$ cat config.mk
export PLATFORM = sky130hd
export DESIGN_NAME = rx_timing_delay_flat
export DESIGN_NICKNAME = d
export VERILOG_FILES = /design/src/rtl/rx_timing_delay_pkg.sv /design/src/rtl/rx_timing_delay_if.sv /design/src/rtl/rx_timing_delay_sym_delay_line.sv /design/src/rtl/rx_timing_delay.sv /design/src/flat_wrapper.sv
export SDC_FILE = /design/constraint.sdc
export NUM_CORES = 1
export LEC_CHECK = 0
export BUFFER_PORTS_ARGS = -buffer_cell sky130_fd_sc_hd__buf_4
export CORE_MARGIN = 10
export CORE_UTILIZATION = 33
export CTS_CLUSTER_SIZE = 30
export DETAILED_ROUTE_END_ITERATION = 8
export PLACE_DENSITY = 0.54
export SLEW_MARGIN = 40
export SYNTH_ARGS = -nofsm -noshare
export SYNTH_HDL_FRONTEND = slang
export SYNTH_SLANG_ARGS = --single-unit
export TNS_END_PERCENT = 30
$ cat constraint.sdc
create_clock -name clk -period 4 [get_ports clk]
set_input_delay 0 -clock clk [delete_from_list [all_inputs] [get_ports clk]]
set_output_delay 0 -clock clk [all_outputs]
set_load 0.01 [all_outputs]
$ cat src/rtl/rx_timing_delay_pkg.sv
// Shared widths and enable-phase constants for the RX timing/delay block.
package rx_timing_pkg;

  localparam int SAM_W_DEF  = 18;
  localparam int DATA_W_DEF = 2;
  localparam int PHASE_W    = 4;

  localparam logic [1:0]         SAM_ENA_PHASE = 2'd3;
  localparam logic [PHASE_W-1:0] SYM_ENA_PHASE = 4'd15;

  typedef struct packed {
    logic sam;
    logic sym;
  } ena_t;

  function automatic ena_t phase_enables(input logic [PHASE_W-1:0] phase);
    ena_t e;
    e.sam = (phase[1:0] == SAM_ENA_PHASE);
    e.sym = (phase == SYM_ENA_PHASE);
    return e;
  endfunction

endpackage

$ cat src/rtl/rx_timing_delay_if.sv
// Configuration, stream and timing-output bundle of rx_timing_delay.
interface rx_timing_delay_if import rx_timing_pkg::*; #(
  parameter int SAM_W  = SAM_W_DEF,
  parameter int DATA_W = DATA_W_DEF
);

  logic [1:0]              sam_delay;
  logic [7:0]              sym_delay;
  logic signed [SAM_W-1:0] sam_in;
  logic [DATA_W-1:0]       data_in;
  logic [PHASE_W-1:0]      clk_phase;
  logic                    sam_clk_ena;
  logic                    sym_clk_ena;
  logic                    sam_clk;
  logic                    sym_clk;
  logic signed [SAM_W-1:0] sam_out;
  logic [DATA_W-1:0]       data_out;

  modport master (
    output sam_delay, sym_delay, sam_in, data_in,
    input  clk_phase, sam_clk_ena, sym_clk_ena, sam_clk, sym_clk, sam_out, data_out
  );

  modport slave (
    input  sam_delay, sym_delay, sam_in, data_in,
    output clk_phase, sam_clk_ena, sym_clk_ena, sam_clk, sym_clk, sam_out, data_out
  );

endinterface

$ cat src/rtl/rx_timing_delay_sym_delay_line.sv
// Symbol delay line: circular buffer with wrapping write pointer, saturating
// fill counter and write-first read mux; the memory itself is never cleared.
module sym_delay_line import rx_timing_pkg::*; #(
  parameter int DATA_W = DATA_W_DEF,
  parameter int DEPTH  = 256,
  parameter int PTR_W  = $clog2(DEPTH)
) (
  input  logic              clk,
  input  logic              reset,
  input  logic              ena,
  input  logic [PTR_W-1:0]  delay,
  input  logic [DATA_W-1:0] din,
  output logic [DATA_W-1:0] dout
);

  logic [DATA_W-1:0] mem_r [DEPTH];
  logic [PTR_W-1:0]  wr_ptr_r;
  logic [PTR_W-1:0]  fill_r;
  logic [PTR_W-1:0]  rd_addr_s;
  logic [DATA_W-1:0] rd_sel_s;
  logic [DATA_W-1:0] dout_r;

  // read address and write-first bypass for a zero delay
  always_comb begin
    rd_addr_s = wr_ptr_r - delay;
    if (delay == '0) begin
      rd_sel_s = din;
    end else begin
      rd_sel_s = mem_r[rd_addr_s];
    end
  end

  // storage array, written on each symbol enable outside reset
  always_ff @(posedge clk) begin
    if (ena && !reset) begin
      mem_r[wr_ptr_r] <= din;
    end
  end

  // pointer, fill tracking and registered output
  always_ff @(posedge clk) begin
    if (reset) begin
      wr_ptr_r <= '0;
      fill_r   <= '0;
      dout_r   <= '0;
    end else if (ena) begin
      wr_ptr_r <= wr_ptr_r + 1'b1;
      if (fill_r != '1) begin
        fill_r <= fill_r + 1'b1;
      end
      // fill_r counts earlier captures, so the delayed symbol exists once it reaches delay
      dout_r <= (fill_r >= delay) ? rd_sel_s : '0;
    end
  end

  assign dout = dout_r;

endmodule

$ cat src/rtl/rx_timing_delay.sv
// RX timing generator with configurable sample and symbol delay paths.
// Define TIMING_CLK_OUT_EN to drive sam_clk/sym_clk; otherwise they are tied low.
module rx_timing_delay import rx_timing_pkg::*; #(
  parameter int SAM_W     = SAM_W_DEF,
  parameter int DATA_W    = DATA_W_DEF,
  parameter int SYM_DEPTH = 256
) (
  input logic             clk,
  input logic             reset,
  rx_timing_delay_if.slave bus
);

  localparam int SYM_PTR_W = $clog2(SYM_DEPTH);

  logic [PHASE_W-1:0]      phase_r;
  logic [PHASE_W-1:0]      phase_nxt_s;
  ena_t                    ena_nxt_s;
  logic                    sam_ena_r;
  logic                    sym_ena_r;
  logic signed [SAM_W-1:0] hist_r [3];
  logic [1:0]              sam_fill_r;
  logic signed [SAM_W-1:0] sam_sel_s;
  logic signed [SAM_W-1:0] sam_out_r;
  logic [DATA_W-1:0]       data_out_s;

  // next phase and the enables it implies, so the enables line up with clk_phase
  always_comb begin
    phase_nxt_s = phase_r + 4'd1;
    ena_nxt_s   = phase_enables(phase_nxt_s);
  end

  // phase counter and enable pulse registers
  always_ff @(posedge clk) begin
    if (reset) begin
      phase_r   <= '0;
      sam_ena_r <= 1'b0;
      sym_ena_r <= 1'b0;
    end else begin
      phase_r   <= phase_nxt_s;
      sam_ena_r <= ena_nxt_s.sam;
      sym_ena_r <= ena_nxt_s.sym;
    end
  end

  // newest sample plus three stored ones form the 4-deep history window
  always_comb begin
    case (bus.sam_delay)
      2'd0:    sam_sel_s = bus.sam_in;
      2'd1:    sam_sel_s = hist_r[0];
      2'd2:    sam_sel_s = hist_r[1];
      2'd3:    sam_sel_s = hist_r[2];
      default: sam_sel_s = bus.sam_in;
    endcase
  end

  // sample history, fill counter and delayed sample output
  always_ff @(posedge clk) begin
    if (reset) begin
      hist_r[0]  <= '0;
      hist_r[1]  <= '0;
      hist_r[2]  <= '0;
      sam_fill_r <= 2'd0;
      sam_out_r  <= '0;
    end else if (sam_ena_r) begin
      hist_r[0] <= bus.sam_in;
      hist_r[1] <= hist_r[0];
      hist_r[2] <= hist_r[1];
      if (sam_fill_r != 2'd3) begin
        sam_fill_r <= sam_fill_r + 2'd1;
      end
      sam_out_r <= (sam_fill_r >= bus.sam_delay) ? sam_sel_s : '0;
    end
  end

  sym_delay_line #(
    .DATA_W (DATA_W),
    .DEPTH  (SYM_DEPTH),
    .PTR_W  (SYM_PTR_W)
  ) u_sym_delay_line (
    .clk   (clk),
    .reset (reset),
    .ena   (sym_ena_r),
    .delay (bus.sym_delay[SYM_PTR_W-1:0]),
    .din   (bus.data_in),
    .dout  (data_out_s)
  );

`ifdef TIMING_CLK_OUT_EN
  logic sam_clk_r;
  logic sym_clk_r;

  // divided clock outputs mirror phase bits 1 and 3
  always_ff @(posedge clk) begin
    if (reset) begin
      sam_clk_r <= 1'b0;
      sym_clk_r <= 1'b0;
    end else begin
      sam_clk_r <= phase_nxt_s[1];
      sym_clk_r <= phase_nxt_s[3];
    end
  end

  assign bus.sam_clk = sam_clk_r;
  assign bus.sym_clk = sym_clk_r;
`else
  assign bus.sam_clk = 1'b0;
  assign bus.sym_clk = 1'b0;
`endif

  assign bus.clk_phase   = phase_r;
  assign bus.sam_clk_ena = sam_ena_r;
  assign bus.sym_clk_ena = sym_ena_r;
  assign bus.sam_out     = sam_out_r;
  assign bus.data_out    = data_out_s;

endmodule

$ cat src/flat_wrapper.sv
// flat-port wrapper written by rule: the top's interface ports become plain ports
module rx_timing_delay_flat import rx_timing_pkg::*;
#(
  parameter int SAM_W     = SAM_W_DEF,
  parameter int DATA_W    = DATA_W_DEF,
  parameter int SYM_DEPTH = 256
)
  (clk, reset, bus_sam_delay, bus_sym_delay, bus_sam_in, bus_data_in, bus_clk_phase, bus_sam_clk_ena, bus_sym_clk_ena, bus_sam_clk, bus_sym_clk, bus_sam_out, bus_data_out);
  rx_timing_delay_if #(.SAM_W(SAM_W), .DATA_W(DATA_W)) bus_i ();
  input logic clk;
  input logic reset;
  input wire logic [$bits(bus_i.sam_delay)-1:0] bus_sam_delay;
  input wire logic [$bits(bus_i.sym_delay)-1:0] bus_sym_delay;
  input wire logic [$bits(bus_i.sam_in)-1:0] bus_sam_in;
  input wire logic [$bits(bus_i.data_in)-1:0] bus_data_in;
  output wire logic [$bits(bus_i.clk_phase)-1:0] bus_clk_phase;
  output wire logic [$bits(bus_i.sam_clk_ena)-1:0] bus_sam_clk_ena;
  output wire logic [$bits(bus_i.sym_clk_ena)-1:0] bus_sym_clk_ena;
  output wire logic [$bits(bus_i.sam_clk)-1:0] bus_sam_clk;
  output wire logic [$bits(bus_i.sym_clk)-1:0] bus_sym_clk;
  output wire logic [$bits(bus_i.sam_out)-1:0] bus_sam_out;
  output wire logic [$bits(bus_i.data_out)-1:0] bus_data_out;
  assign bus_i.sam_delay = bus_sam_delay;
  assign bus_i.sym_delay = bus_sym_delay;
  assign bus_i.sam_in = bus_sam_in;
  assign bus_i.data_in = bus_data_in;
  assign bus_clk_phase = bus_i.clk_phase;
  assign bus_sam_clk_ena = bus_i.sam_clk_ena;
  assign bus_sym_clk_ena = bus_i.sym_clk_ena;
  assign bus_sam_clk = bus_i.sam_clk;
  assign bus_sym_clk = bus_i.sym_clk;
  assign bus_sam_out = bus_i.sam_out;
  assign bus_data_out = bus_i.data_out;
  rx_timing_delay #(.SAM_W(SAM_W), .DATA_W(DATA_W), .SYM_DEPTH(SYM_DEPTH)) u_core (.clk(clk), .reset(reset), .bus(bus_i));
endmodule
# ---- Yosys cells after proc, flatten, opt, wreduce, memory -nomap -nowiden
# Memory sizes are Yosys's and may differ from the RTL's.
# Index checks and enable logic that the tools add are counted.
# W data, S select, Z words.
dict set report totals {
  output_inout_bits 28
  ff_bits 44
  elab_cells 47
  n_memories 2
  input_bits 32
  mem_bits_rw 566
}
dict set report classes {
  n_addsub 5
  n_bitwise 3
  reduce_logical 6
  order_cmp 2
  eq_ne 7
  mux 14
}
# name words word_bits read_ports rd_clocked_by_memory_dff wr line_no
set mem_list {}
lappend mem_list {u_core.u_sym_delay_line.mem_r 256 2 1 0 1 rx_timing_delay_sym_delay_line.sv:16} ;# logic [DATA_W-1:0] mem_r [DEPTH];
lappend mem_list {u_core.hist_r 3 18 3 0 3 rx_timing_delay.sv:20} ;# logic signed [SAM_W-1:0] hist_r [3];
# cell count
set ops {}
lappend ops {{$mux W18} 4}
lappend ops {{$pmux W18 S4} 1}
lappend ops {{$add A8 B1 Y8 const B} 2}
lappend ops {{$ge A8 B8 Y1} 1}
lappend ops {{$logic_not A8 Y1} 1}
lappend ops {{$ne A8 B8 Y1 const B} 1}
lappend ops {{$sub A8 B8 Y8} 1}
lappend ops {{$mux W1} 7}
lappend ops {{$eq A2 B2 Y1 const B} 3}
lappend ops {{$add A4 B1 Y4 const B} 1}
lappend ops {{$eq A4 B4 Y1 const B} 1}
lappend ops {{$mux W2} 2}
lappend ops {{$reduce_and A2 Y1} 2}
lappend ops {{$or A1 B1 Y1} 3}
lappend ops {{$add A2 B1 Y2 const B} 1}
lappend ops {{$eq A2 B1 Y1 const B} 1}
lappend ops {{$ge A2 B2 Y1} 1}
lappend ops {{$logic_not A2 Y1} 1}
lappend ops {{$ne A2 B2 Y1 const B} 1}
lappend ops {{$logic_and A1 B1 Y1} 1}
lappend ops {{$logic_not A1 Y1} 1}

# ---- Longest topological paths before layout
dict set report logic_depth {
  depth_word 4
  depth_mapped 12
}

# ---- Cells and area by module
# From an unflattened synthesis, not the netlist that was laid out.
dict set report hier_totals {
  hier_cells 1616
  hier_area_um2 25887.3
}
# mod seq_area_each_um2 n_inst cells_per_inst area_per_inst_um2
set modules_own_cells {}
lappend modules_own_cells {sym_delay_line 15735.1 1 1364 22340.2}
lappend modules_own_cells {rx_timing_delay 2142.1 1 252 3547.2}

# ---- Worst setup path after synthesis
# Ideal clock, no wire load.
dict set report synth_path {
  path_kind {flip-flop to flip-flop}
  from {register u_core.u_sym_delay_line.wr_ptr_r[0]}
  to {register u_core.u_sym_delay_line.dout_r[1] (netlist: u_core.u_sym_delay_line.dout[1])}
  t_arrival_ns 3.003
  period_less_slack_ns 3.072
  path_buffers 2
  setup_time_ns 0.069
  setup_slack_ns 0.928
  stages_incl_launch_ff 13
  cell_sequence {dfxtp_1 > inv_1 > ha_1 > fa_1 > buf_2 > buf_1 > mux4_2 > mux2i_1 > mux2i_1 > mux2i_1 > mux2_2 > mux4_2 > o21ai_1}
}
dict set report synth_via {
  elab_chain_len 4
}
# element line_no
set synth_rtl {}
lappend synth_rtl {{start, declared} rx_timing_delay_sym_delay_line.sv:17} ;# logic [PTR_W-1:0] wr_ptr_r;
lappend synth_rtl {{start signal, assigned} rx_timing_delay_sym_delay_line.sv:47} ;# wr_ptr_r <= wr_ptr_r + 1'b1;
lappend synth_rtl {{$sub A8 B8 Y8} rx_timing_delay_sym_delay_line.sv:25} ;# rd_addr_s = wr_ptr_r - delay;
lappend synth_rtl {{$mem_v2 Z256 W2} -}
lappend synth_rtl {{$mux W2} rx_timing_delay_sym_delay_line.sv:26} ;# if (delay == '0) begin
lappend synth_rtl {{$mux W2} rx_timing_delay_sym_delay_line.sv:52} ;# dout_r <= (fill_r >= delay) ? rd_sel_s : '0;
lappend synth_rtl {{end signal, assigned} rx_timing_delay_sym_delay_line.sv:52}
lappend synth_rtl {{end, declared} rx_timing_delay_sym_delay_line.sv:21} ;# logic [DATA_W-1:0] dout_r;
# No other way between the ends.
# A chain may end at the register's enable or synchronous reset.

# ---- Worst setup path in the final report
# Ends and elaborated chain as after synthesis.

==> metrics.md <==
| Metric | Value |
|---|---|
| Status | finished clean |
| Synth Area in Adders | 0.0134 |
| Critical Path AT | 4.15 ns |
| # setup viols final | 0 |
| Layout net count | 1715 |
| Max_cap viols | 0 |
| Commonest non-fill, non-tap cell in the layout | edfxtp_1 |
| XOR/XNOR share of the synthesized area | 0.00717 |
| Diodes inserted | 0 |
| Post-Synth Simple-Gate Area | 0.0745 |
| Total global routing overflow | 0 |
| Main combinational cell family by area after synthesis | multiplexers |
| Final worst slack | 0.379 ns |
| Clk_lat worst skew | 0.60 ns |
| Distinct cell type count after synthesis | 42 |
| Fill cells | 7232 |
| Fin crit share | 0.905 |
| Post-layout minimum cycle time | 3.62 ns |
| Die width | 300 um |
| Hold Path Sink | u_core.bus.sam_out[10] |
| Total iterations of the first detailed-routing run | 5 |
| Max stage delay cell, worst path | fa_4 |
| Mapped Area | 25800 um^2 |
| Total clock buffers created by CTS | 67 |
| Area grow syn2layout | 16.0% |
| Worst slew pin tran | 0.790 ns |
| Post-synth EDFFs | 566 |
| Synth Area in Compound Gates | 0.0118 |
| Fmax | 276 MHz |
| Worst path most repeated cell | mux2i_1 |
| Setup slack, reg-to-reg | 0.38 ns |
| Reg2reg end | u_core.u_sym_delay_line.dout[1] |
| Die Y-Extent | 300 um |
| Postcts setup bufs | 0 |
| Final Hold Viols | 0 |
| Top FF cell, synth | edfxtp_1 |
| CTS clk-pin slew, worst paths | 0.06 ns |
| Port buffer count | 57 |
| Rows | 102 |
| Starting Density | 0.333 |
| Cells after Synth | 1559 |
| DRT iter0 DRCs | 1050 |
| Total GRT Usage | 0.131 |
| Hold Path Depth | 4 |
| Total number of H-tree levels | 3 |
| Seq cells post-synth | 610 |
| Setup TNS | 0 ns |
| Pre-CTS setup slack | 0.341 ns |
| Ys async rst share | 0 |
| Worst slew margin | 0.472 |
| Final Max Slew Viols | 0 |
| Static Leak | 0.00982 uW |
| Fraction of layout cells with a size suffix above 1 | 0.216 |
| Critical path class | reg2reg |
| Wire length per cell | 21.6 um |
| Post-layout util | 0.386 |
| Antenna Nets Post-Route | 0 |
| Seq/Total Area, Yosys | 0.692 |
| Clock Tree Root | clkbuf_16 |
| RSZ-0062 raised after global routing | false |
| Commonest non-fill, non-tap cells in the layout | edfxtp_1, nor2_1, mux4_2, mux2i_1, buf_4 |
| Nature of the critical path endpoint | register |
| FF-to-FF path depth | 11 |
| Hold Path Origin | bus_sam_delay[1] |
| Routed WL | 59300 um |
| Vias in the first global route | 14600 |
| First-pass GRT wire length | 90000 um |
| Largest net degree at the start of global routing | 102 |
| CTS Sinks | 610 |
| Vias post-DR | 13500 |
| Worst Hold Class | in2reg |
| Register area | 17900 um^2 |
| Crit-path max cell delay | 0.89 ns |
| TritonCTS clock tree | built |
| DR vias/cell | 4.93 |
| Crit path required time | 4.53 ns |
| Io pins | 60 |
| Clk_skew | 0.0231 ns |
| Post-synthesis mux area share | 0.177 |
| Crit path launch type | register |
| Die area | 89900 um^2 |
| Final HPWL DP | 35700 um |
| PwrDens | 463 nW/um^2 |
| Cell Chain, Critical Path | inv_1, ha_1, fa_4, buf_12, mux4_2, mux2i_1, mux2i_1, mux2i_1, mux2_2, mux4_2, o21ai_1 |
| CTS Buffer Depth | 3 |
| Worst vdd ir | 0.259 mV |
| YS warnings | 0 |
| CP Max Fanout | 56 |
| Final GP Congestion | 0.761 |
| DRC violations left | 0 |
| Syn avg cell area | 16.6 um^2 |
| Core ar. | 77600 um^2 |
| RR Startpoint | u_core.u_sym_delay_line.wr_ptr_r[0] |
| Area of the multi-input gates | 7390 um^2 |
| Initial antenna violation count | 0 |
[state kept, by name, summed over array words and instances (netlist names), 2 cells and up]
signal                            flops
u_core.sam_fill_r                     2
u_core.bus.clk_phase                  4
u_core.u_sym_delay_line.mem_r       512
u_core.u_sym_delay_line.wr_ptr_r      8
u_core.u_sym_delay_line.fill_r        8
u_core.bus.sam_out                   18
u_core.u_sym_delay_line.dout          2
u_core.hist_r                        54
[cells in the mapped netlist (all sizes together) (2+ instances only)]
library cell  count  share of area
xnor2            10         0.0034
mux2              8         0.0035
nand2            44         0.0064
nor2            284          0.041
a21boi            2        0.00073
mux4            148           0.13
mux2i           115          0.045
clkbuf           65         0.0095
ha               26          0.013
buf              37         0.0095
nand4            10         0.0024
o21ai            30         0.0060
dfxtp            44          0.034
and3              4        0.00097
or3               2        0.00048
a32oi             2        0.00068
o21a              2        0.00058
xor2              9         0.0038
a21oi             9         0.0022
inv              35         0.0051
a21o              3        0.00087
nand3            26         0.0050
nor2b            16         0.0039
edfxtp          566           0.66
and2             54          0.013
[metrics by stage]
stage          instance area (um^2)  power, uW  hold slack [ns]  instances
2_1_floorplan                 25800       7730           0.0989       1560
3_3_place_gp                  27600       8050            0.294       2602
3_5_place_dp                  27600       8060            0.295       2603
4_1_cts                       29900      14000           0.0168       2747
5_1_grt                       30000      14300           0.0443       2748
6_report                      30000      13900           0.0661       2748
[logic make-up after synthesis]
| kind of cell | count (synthesis) |
|---|---|
| AO/OA/AOI/OAI | 50 |
| buffers and inverters | 137 |
| AND/OR/NAND/NOR | 444 |
| XOR/XNOR | 19 |
| adder cells (fa/ha/maj) | 27 |
| other | 1 |
| flip-flops | 610 |
| multiplexers | 271 |
[final cells by class]
type,instances,area share
tap,1040,0.0434
multi-input combinational,813,0.247
sequential,610,0.597
clock inverter,32,0.00969
timing repair buffer,129,0.0381
clock buffer,89,0.0612
inverter,35,0.00447
[per-layer routing]
metal | vias to the layer above | wire length, um | global-route usage
met5 | - | 0 | 0
met4 | 0 | 1150 | 0.0343
met3 | 85 | 2560 | 0.0238
met2 | 299 | 30300 | 0.226
met1 | 7037 | 25200 | 0.167
li1 | 6124 | - | -
[worst max path at each step]
stage,slack [ns],to,startpoint
3_3_place_gp,0.31,u_core.u_sym_delay_line.dout[0],u_core.u_sym_delay_line.wr_ptr_r[0]
2_1_floorplan,0.93,u_core.u_sym_delay_line.dout[1],u_core.u_sym_delay_line.wr_ptr_r[0]
5_1_grt,0.23,u_core.u_sym_delay_line.dout[1],u_core.u_sym_delay_line.wr_ptr_r[0]
3_5_place_dp,0.34,u_core.u_sym_delay_line.dout[1],u_core.u_sym_delay_line.wr_ptr_r[0]
6_report,0.38,u_core.u_sym_delay_line.dout[1],u_core.u_sym_delay_line.wr_ptr_r[0]
4_1_cts,0.35,u_core.u_sym_delay_line.dout[0],u_core.u_sym_delay_line.wr_ptr_r[0]
[power by group]
part / internal (uW) / switching [uW]
combinational: 418 / 482
sequential: 7000 / 18.3
clock: 3500 / 2450
[critical path, delay by kind of cell (launching register included)]
family	cells	cell delay, ns
flip-flops	1	0.32
buffers and inverters	2	0.42
multiplexers	6	1.53
adder cells (fa/ha/maj)	2	1.11
AO/OA/AOI/OAI	1	0.11
[what timing repair did]
item,CTS,global route
resized for setup,0,0
setup endpoints to repair,0,0
hold buffers,23,0
hold endpoints to repair,186,0
Power figures use the tool's default switching activity.
